[src/rtl/prod_ctrl_pkg.sv]
// Shared definitions for the producer/buffer sequencing controller:
// one-hot state encoding (matches the LED bits), display-mode codes, word width.
package prod_ctrl_pkg;

    localparam int DATA_W = 16;

    typedef logic [DATA_W-1:0] word_t;

    localparam logic [5:0] S_IDLE      = 6'b000001;
    localparam logic [5:0] S_COMM_F    = 6'b000010;
    localparam logic [5:0] S_WAIT_F    = 6'b000100;
    localparam logic [5:0] S_COMM_T    = 6'b001000;
    localparam logic [5:0] S_WAIT_T    = 6'b010000;
    localparam logic [5:0] S_BUF_EMPTY = 6'b100000;

    localparam logic [1:0] MOD_NONE  = 2'd0;
    localparam logic [1:0] MOD_FIB   = 2'd1;
    localparam logic [1:0] MOD_TIMER = 2'd2;

endpackage

[src/rtl/prod_ctrl_if.sv]
// Bundle of button pulses, buffer flags, producer words and controller outputs.
// slave is the controller side, master is the surrounding datapath.
interface prod_ctrl_if;
    import prod_ctrl_pkg::*;

    logic       start_f;
    logic       start_t;
    logic       stop_f_t;
    logic       buffer_full;
    logic       buffer_empty;
    logic       data_2_valid;
    logic       f_valid;
    word_t      f_out;
    logic       t_valid;
    word_t      t_out;
    logic       f_en;
    logic       t_en;
    logic       data_1_en;
    word_t      data_1;
    logic [5:0] led;
    logic [1:0] modulo;
    word_t      wr_count;

    modport master (
        output start_f, start_t, stop_f_t, buffer_full, buffer_empty, data_2_valid,
               f_valid, f_out, t_valid, t_out,
        input  f_en, t_en, data_1_en, data_1, led, modulo, wr_count
    );

    modport slave (
        input  start_f, start_t, stop_f_t, buffer_full, buffer_empty, data_2_valid,
               f_valid, f_out, t_valid, t_out,
        output f_en, t_en, data_1_en, data_1, led, modulo, wr_count
    );

endinterface

[src/rtl/prod_ctrl_sat_counter16.sv]
// 16-bit up counter with synchronous clear and enable; sticks at all-ones.
module sat_counter16 (
    input  logic        clk,
    input  logic        rst,
    input  logic        clr,
    input  logic        en,
    output logic [15:0] count
);

    always_ff @(posedge clk) begin
        if (rst || clr) begin
            count <= 16'h0000;
        end else if (en && (count != 16'hFFFF)) begin
            count <= count + 16'd1;
        end
    end

endmodule

[src/rtl/prod_ctrl.sv]
// Arbitrates the buffer write port between the Fibonacci and Timer producers,
// gates producer enables on occupancy, drains on stop, and reports status.
module prod_ctrl
    import prod_ctrl_pkg::*;
(
    input  logic        clk,
    input  logic        rst,
    prod_ctrl_if.slave  bus
);

    logic [5:0] state;
    logic [5:0] next_state;
    logic [1:0] modulo_next;
    logic       cnt_clr;
    word_t      cnt_val;

    always_comb begin
        next_state = state;
        case (state)
            S_IDLE: begin
                if (bus.start_f)      next_state = S_COMM_F;
                else if (bus.start_t) next_state = S_COMM_T;
            end
            S_COMM_F: begin
                if (bus.stop_f_t)         next_state = S_BUF_EMPTY;
                else if (bus.buffer_full) next_state = S_WAIT_F;
            end
            S_WAIT_F: begin
                if (bus.stop_f_t)          next_state = S_BUF_EMPTY;
                else if (!bus.buffer_full) next_state = S_COMM_F;
            end
            S_COMM_T: begin
                if (bus.stop_f_t)         next_state = S_BUF_EMPTY;
                else if (bus.buffer_full) next_state = S_WAIT_T;
            end
            S_WAIT_T: begin
                if (bus.stop_f_t)          next_state = S_BUF_EMPTY;
                else if (!bus.buffer_full) next_state = S_COMM_T;
            end
            S_BUF_EMPTY: begin
                if (bus.buffer_empty && !bus.data_2_valid) next_state = S_IDLE;
            end
            default: next_state = S_IDLE;
        endcase
    end

    // Display mode follows the state being entered, but keeps its format while draining.
    always_comb begin
        case (next_state)
            S_COMM_F, S_WAIT_F: modulo_next = MOD_FIB;
            S_COMM_T, S_WAIT_T: modulo_next = MOD_TIMER;
            S_BUF_EMPTY:        modulo_next = bus.modulo;
            default:            modulo_next = MOD_NONE;
        endcase
    end

    always_ff @(posedge clk) begin
        if (rst) begin
            state      <= S_IDLE;
            bus.modulo <= MOD_NONE;
        end else begin
            state      <= next_state;
            bus.modulo <= modulo_next;
        end
    end

    assign bus.led       = state;
    assign bus.f_en      = (state == S_COMM_F) && !bus.buffer_full;
    assign bus.t_en      = (state == S_COMM_T) && !bus.buffer_full;
    assign bus.data_1_en = (bus.f_en && bus.f_valid) || (bus.t_en && bus.t_valid);

    always_comb begin
        case (state)
            S_COMM_F, S_WAIT_F: bus.data_1 = bus.f_out;
            S_COMM_T, S_WAIT_T: bus.data_1 = bus.t_out;
            default:            bus.data_1 = '0;
        endcase
    end

    // The count restarts only when production begins from idle, not on resume from WAIT.
    assign cnt_clr = (state == S_IDLE) && (bus.start_f || bus.start_t);

    sat_counter16 u_wr_count (
        .clk   (clk),
        .rst   (rst),
        .clr   (cnt_clr),
        .en    (bus.data_1_en),
        .count (cnt_val)
    );

    assign bus.wr_count = cnt_val;

endmodule
[src/flat_wrapper.sv]
// flat-port wrapper written by rule: the top's interface ports become plain ports
module prod_ctrl_flat import prod_ctrl_pkg::*;
  (clk, rst, bus_start_f, bus_start_t, bus_stop_f_t, bus_buffer_full, bus_buffer_empty, bus_data_2_valid, bus_f_valid, bus_f_out, bus_t_valid, bus_t_out, bus_f_en, bus_t_en, bus_data_1_en, bus_data_1, bus_led, bus_modulo, bus_wr_count);
  prod_ctrl_if bus_i ();
  input  logic clk;
  input  logic rst;
  input wire logic [$bits(bus_i.start_f)-1:0] bus_start_f;
  input wire logic [$bits(bus_i.start_t)-1:0] bus_start_t;
  input wire logic [$bits(bus_i.stop_f_t)-1:0] bus_stop_f_t;
  input wire logic [$bits(bus_i.buffer_full)-1:0] bus_buffer_full;
  input wire logic [$bits(bus_i.buffer_empty)-1:0] bus_buffer_empty;
  input wire logic [$bits(bus_i.data_2_valid)-1:0] bus_data_2_valid;
  input wire logic [$bits(bus_i.f_valid)-1:0] bus_f_valid;
  input wire logic [$bits(bus_i.f_out)-1:0] bus_f_out;
  input wire logic [$bits(bus_i.t_valid)-1:0] bus_t_valid;
  input wire logic [$bits(bus_i.t_out)-1:0] bus_t_out;
  output wire logic [$bits(bus_i.f_en)-1:0] bus_f_en;
  output wire logic [$bits(bus_i.t_en)-1:0] bus_t_en;
  output wire logic [$bits(bus_i.data_1_en)-1:0] bus_data_1_en;
  output wire logic [$bits(bus_i.data_1)-1:0] bus_data_1;
  output wire logic [$bits(bus_i.led)-1:0] bus_led;
  output wire logic [$bits(bus_i.modulo)-1:0] bus_modulo;
  output wire logic [$bits(bus_i.wr_count)-1:0] bus_wr_count;
  assign bus_i.start_f = bus_start_f;
  assign bus_i.start_t = bus_start_t;
  assign bus_i.stop_f_t = bus_stop_f_t;
  assign bus_i.buffer_full = bus_buffer_full;
  assign bus_i.buffer_empty = bus_buffer_empty;
  assign bus_i.data_2_valid = bus_data_2_valid;
  assign bus_i.f_valid = bus_f_valid;
  assign bus_i.f_out = bus_f_out;
  assign bus_i.t_valid = bus_t_valid;
  assign bus_i.t_out = bus_t_out;
  assign bus_f_en = bus_i.f_en;
  assign bus_t_en = bus_i.t_en;
  assign bus_data_1_en = bus_i.data_1_en;
  assign bus_data_1 = bus_i.data_1;
  assign bus_led = bus_i.led;
  assign bus_modulo = bus_i.modulo;
  assign bus_wr_count = bus_i.wr_count;
  prod_ctrl u_core (.clk(clk), .rst(rst), .bus(bus_i));
endmodule
[config.mk]
export PLATFORM = sky130hd
export DESIGN_NAME = prod_ctrl_flat
export DESIGN_NICKNAME = d
export VERILOG_FILES = /design/src/rtl/prod_ctrl_pkg.sv /design/src/rtl/prod_ctrl_if.sv /design/src/rtl/prod_ctrl_sat_counter16.sv /design/src/rtl/prod_ctrl.sv /design/src/flat_wrapper.sv
export SDC_FILE = /design/constraint.sdc
export NUM_CORES = 1
export LEC_CHECK = 0
export BUFFER_PORTS_ARGS = -buffer_cell sky130_fd_sc_hd__buf_4
export CAP_MARGIN = 15
export CORE_MARGIN = 1
export CORE_UTILIZATION = 45
export CTS_CLUSTER_DIAMETER = 120
export DETAILED_ROUTE_END_ITERATION = 10
export GPL_TIMING_DRIVEN = 0
export PLACE_DENSITY = 0.8
export SKIP_CTS_REPAIR_TIMING = 1
export SYNTH_ARGS = -nofsm -noshare
export SYNTH_HDL_FRONTEND = slang
export SYNTH_SLANG_ARGS = --single-unit
export TNS_END_PERCENT = 1
[constraint.sdc]
create_clock -name clk -period 2.5 [get_ports clk]
set_clock_uncertainty 0.05 [all_clocks]
set_input_delay 0.25 -clock clk [delete_from_list [all_inputs] [get_ports clk]]
set_output_delay 0.25 -clock clk [all_outputs]
set_load 0.005 [all_outputs]
# Yosys cells after proc, flatten, opt, wreduce, memory -nomap -nowiden

Cells that the tools add are included.

Output and inout port bits: 43
Word-level logic and storage cells: 46
Bits in latches: 0
RAM bits: 0
Register bits: 24
Input bits: 42
Memory bits (read-only): 0
Memories kept: 0

Equality and inequality tests: 12
Divide/modulo/power cells: 0
Add/sub/neg operators: 1
Reductions and logical operators: 16
$mul: 0
Shifts and indexed selects: 0
Muxes and demuxes: 14
$lt $le $gt $ge: 0
Bitwise operators: 0

Operators with widths:

| operator              | count |
|---|---|
| $mux 6                | 11 |
| $pmux 6 s6            | 1 |
| $pmux 16 s2           | 1 |
| $add 16x1->16 const B | 1 |
| $ne 16x16->1 const B  | 1 |
| $eq 6x2->1 const B    | 2 |
| $eq 6x3->1 const B    | 2 |
| $eq 6x4->1 const B    | 2 |
| $eq 6x5->1 const B    | 2 |
| $eq 6x6->1 const B    | 2 |
| $reduce_or 2->1       | 4 |
| $logic_and 1x1->1     | 7 |
| $eq 6x1->1 const B    | 1 |
| $pmux 2 s3            | 1 |
| $logic_or 1x1->1      | 3 |
| $logic_not 1->1       | 2 |

# Longest topological paths before layout

Depth in word-level cells: 7
Mapped depth: 6
Depth with buffers taken out: 6

# By module

A second synthesis with hierarchy kept.

Cell total of the unflattened synthesis: 185
Area, all modules: 1619.1 µm²

Modules (own cells, without submodules):

| module        | cells each | area an instance (µm²) | seq. area each (µm²) | times used |
|---|---|---|---|---|
| sat_counter16 | 95         | 847.1                  | 320.3                | 1 |
| prod_ctrl     | 90         | 772.0                  | 160.2                | 1 |

# Worst setup path after synthesis

No wires, ideal clock.

Path kind: flip-flop to output port
From: reg u_core.state[0] (netlist: u_core.bus.led[0])
To: out bus_data_1[0]
Data arrival time: 1591 ps
Buffers on the path: 2
Data required time: 2200 ps
Setup slack: 609 ps
Cell stages (with the launch flop): 7
Cell sequence: dfxtp_1 -> buf_2 -> nor3_1 -> nand3_1 -> nand2_1 -> clkbuf_1 -> a22o_1

Longest elaborated chain between the ends: 3
Elaborated cells between the ends (all ways): 7
Classes of those cells: 4 x eq/ne; 1 x mux; 2 x reduce/logical

RTL lines:

| item                               | line               | text |
|---|---|---|
| start: declaration                 | prod_ctrl.sv:11    | `logic [5:0] state;` |
| start signal: assignment           | prod_ctrl.sv:62    | `state <= next_state;` |
| $eq 6x5->1 (tied with other cells) | prod_ctrl.sv:73    | `case (state)` |
| $reduce_or 2->1                    | prod_ctrl.sv:73    |  |
| $pmux 16 s2 (*)                    | prod_ctrl.sv:73    |  |
| end: declaration                   | flat_wrapper.sv:20 | `output wire logic [$bits(bus_i.data_1)-1:0] bus_data_1;` |

Every way passes the cells marked *; elsewhere a longest branch is shown, timed or not.

# Worst setup path after layout

From: reg u_core.state[5] (netlist: u_core.bus.led[5])
To: out bus_data_1[8]

Same word-level chain as after synthesis.

==> key figures <==
Outcome
  – Status: completed

Route
  – DRT Pass-1 Iters: 4
  – Vias: 1832
  – DRC Markers: 0
  – DR iter-0 viols: 68
  – Post-Route WL: around 4.7 mm
  – Detail Route Antenna Nets: 0
  – Via-to-Cell Ratio: approximately 5.8
  – Avg WL per Cell: ~15 um

Die
  – Core area: 3340 um2
  – I/O pin cnt: 85
  – Chip height: 61.2 um
  – Chip width: a little over 60 um
  – Row cnt: 21
  – Initial Util: 47.2%
  – Area of the die: 3740 um2

Synthesis
  – Sequential share of the synthesized area: 30.5%
  – Number of synthesized register bits: 24
  – Yosys Warn Count: 0
  – Yosys top cell area share: 30.5%
  – Avg Synthesized Cell Area: 8.52 um2
  – Ranking of synthesized cells by area: dfxtp_1 30%, a22o_1 8.9%, nor2_1 6.0%, xnor2_1 3.9%, nand2_1 3.3%
  – Post-synth top area cell: dfxtp_1
  – Mapped Nets: 228
  – Synth unique cells: 48
  – Mapped Area: between 1500 and 2000 um2
  – Post-Synthesis Cells: 185

Setup path
  – R2R Path Start: u_core.bus.led[5]$_SDFF_PP0_
  – Worst path bufs/invs: 2
  – Largest stage delay on the critical path: 0.43 ns
  – Worst path top cell family by delay: simple AND/OR/NAND/NOR gates
  – Crit path DAT: 2.10 ns
  – Crit end category: primary output
  – Setup Crit Path Kind: flop to primary output
  – Slowest cell on crit path: dfxtp_1
  – CP required: 2.20 ns
  – Worst-path fanout max: 10
  – Worst-path cell chain: or2_2 -> nor4_4 -> clkbuf_4 -> a22o_1 -> buf_4
  – Startpoint types: flop
  – Crit path launch: u_core.bus.led[5]$_SDFF_PP0_

Power
  – Switching portion of total power: 28.3%
  – Leakage: 1.01 nW
  – Internal power component: 588 uW
  – Flop pwr share: about half
  – Pwr Density: 355 nW/um2
  – Switching power: about 230 uW
  – Gate power share: 25.9%
  – Clock share of power: 25.3%
  – Maximum vdd drop: 329 uV

Timing
  – Worst slew pin tran: about 0.89 ns
  – Final setup violation count: 0
  – Slew margin rel.: 40.5%
  – Fmax: about 0.42 GHz
  – Final hold violation count: 0
  – Min Clock Period, post-route: 2.40 ns
  – Setup TNS Final: 0 ns
  – Hold_ws: 0.0965 ns
  – Pins Over Slew Limit: 0
  – Post-route setup slack: between 0.1 and 0.15 ns
  – Final Cycle Share: 95.9%

Finish
  – Final std cells w/o fill: roughly 320
  – Layout cells sized above 1: approximately two fifths
  – Most common cell after layout, fill and taps aside: buf_4
  – Area occupied by multi-input gates: 1060 um2
  – Fin util: between 60 and 70%
  – Filler cell count: 299
  – N_diodes: 0
  – Final #Nets: 316
  – Sequential Area: 480 um2
  – Most frequent cells in the layout: 83 x buf_4, 25 x nor2_1, 24 x dfxtp_1
  – Area delta synth->final: 46.7%

Placement
  – Placed cells: 313
  – Placement Setup Slack: around 0.2 ns
  – I/O Buffers: a little over 80
  – Final HPWL DP: 3.54 mm
  – Placer Congestion: 0.821

Min path
  – HP Class: input pin to flop
  – Hold Path Origin: bus_stop_f_t

Global route
  – Largest net degree at the start of global routing: 14
  – GRT Util Overall: 25.0%
  – Initial antenna violation count: 0
  – Vias in the first global route: about 1.5k
  – Overflow after GRT: 0
  – First-pass GRT wire length: 7.03 mm

Clock network
  – H-tree lvl count: 1
  – Clk sinks: 24
  – CTS Buf Count: 3
  – CTS root buffer: clkbuf_4
  – CTS tree: done
  – Clk buf depth: 2
  – Clock transition at the registers of the reported paths: 0.13 ns
  – Clock latency on the worst-skew pair: 0.32 ns

Job
  – Max Cap Viol: 0
==> power groups by stage <==
stage | registers, mW | clock network [mW] | logic [mW]
after floorplan | 0.407 | 0 | 0.102
after global placement | 0.408 | 0 | 0.203
after detailed placement | 0.409 | 0 | 0.205
after CTS | 0.400 | 0.214 | 0.206
after global routing | 0.402 | 0.228 | 0.234
final | 0.400 | 0.208 | 0.212
==> layer usage <==
layer  up-vias  GRT usage [%]  share of wire [%]
li1        892              -                  -
met1       855           31.5                 40
met2        83           45.2                 51
met3         2           3.57                8.5
met4         0           4.87               0.21
met5         -              0                  0
==> logic make-up after synthesis <==
family	after synthesis	share of synthesized area (%)
and+or+nand+nor	80	29.2
AOI/OAI and AO/OA	59	30.8
DFF	24	30.5
buffers and inverters	12	3.57
xor gates and xnor gates	7	3.89
muxes	2	1.27
adders and majority gates	1	0.794
==> per-stage QoR <==
step	total power, mW	instance area [um2]
after floorplan	0.509	1580
after global placement	0.611	2250
after detailed placement	0.614	2250
after CTS	0.821	2290
after global routing	0.864	2310
final	0.820	2310
==> final cells by class <==
cell class | instances | share of cell area (%)
plain buffers | 8 | 1.95
clock buffers | 4 | 1.57
inverters | 4 | 0.649
multi-input cells | 149 | 45.6
flip-flops and latches | 24 | 20.8
well taps | 46 | 2.49
repair buffers | 83 | 26.9
==> state kept, by name (all words and copies together), names as in the netlist <==
| name | count |
|---|---|
| u_core.bus.modulo | 2 |
| u_core.u_wr_count.count | 16 |
| u_core.bus.led | 6 |
==> synthesized netlist by cell type (all sizes together) <==
cell type and instances:
nor2 25, dfxtp 24, a22o 16, nand2 14, a21oi 9, a31oi 7, xnor2 7, a211oi 6
nand4 6, a31o 5, buf 5, nand3 5, nor3 5, inv 4, nor2b 4, nor4 4
a41o 3, clkbuf 3, o21ai 3, and3 2, and4 2, mux2i 2, nor3b 2, nor4bb 2
o211ai 2, o2bb2ai 2, or2 2, a2111oi 1, a211o 1, a22oi 1, and2 1, and4b 1
ha 1, nand2b 1, nand4b 1, nor4b 1, o2111ai 1, o311ai 1, o31ai 1, or3 1
or4b 1
==> worst paths after layout <==
check	to	slack [ns]	cells after the start
min	u_core.bus.led[2]$_SDFF_PP0_	0.1	2
min reg2reg	u_core.bus.modulo[1]$_SDFFE_PP0P_	0.43	1
max	bus_data_1[8]	0.10	5
max reg2reg	u_core.u_wr_count.count[7]$_SDFFE_PP0P_	0.35	5
==> worst register-to-register path, stage by stage, from the launching register on <==
cell      delay, ns
dfxtp_1        0.43
nor4_4         0.51
a31o_2         0.32
clkbuf_1       0.42
nor2_1         0.08
a31o_2         0.25
No activity file was read; power rests on OpenSTA's default activity.
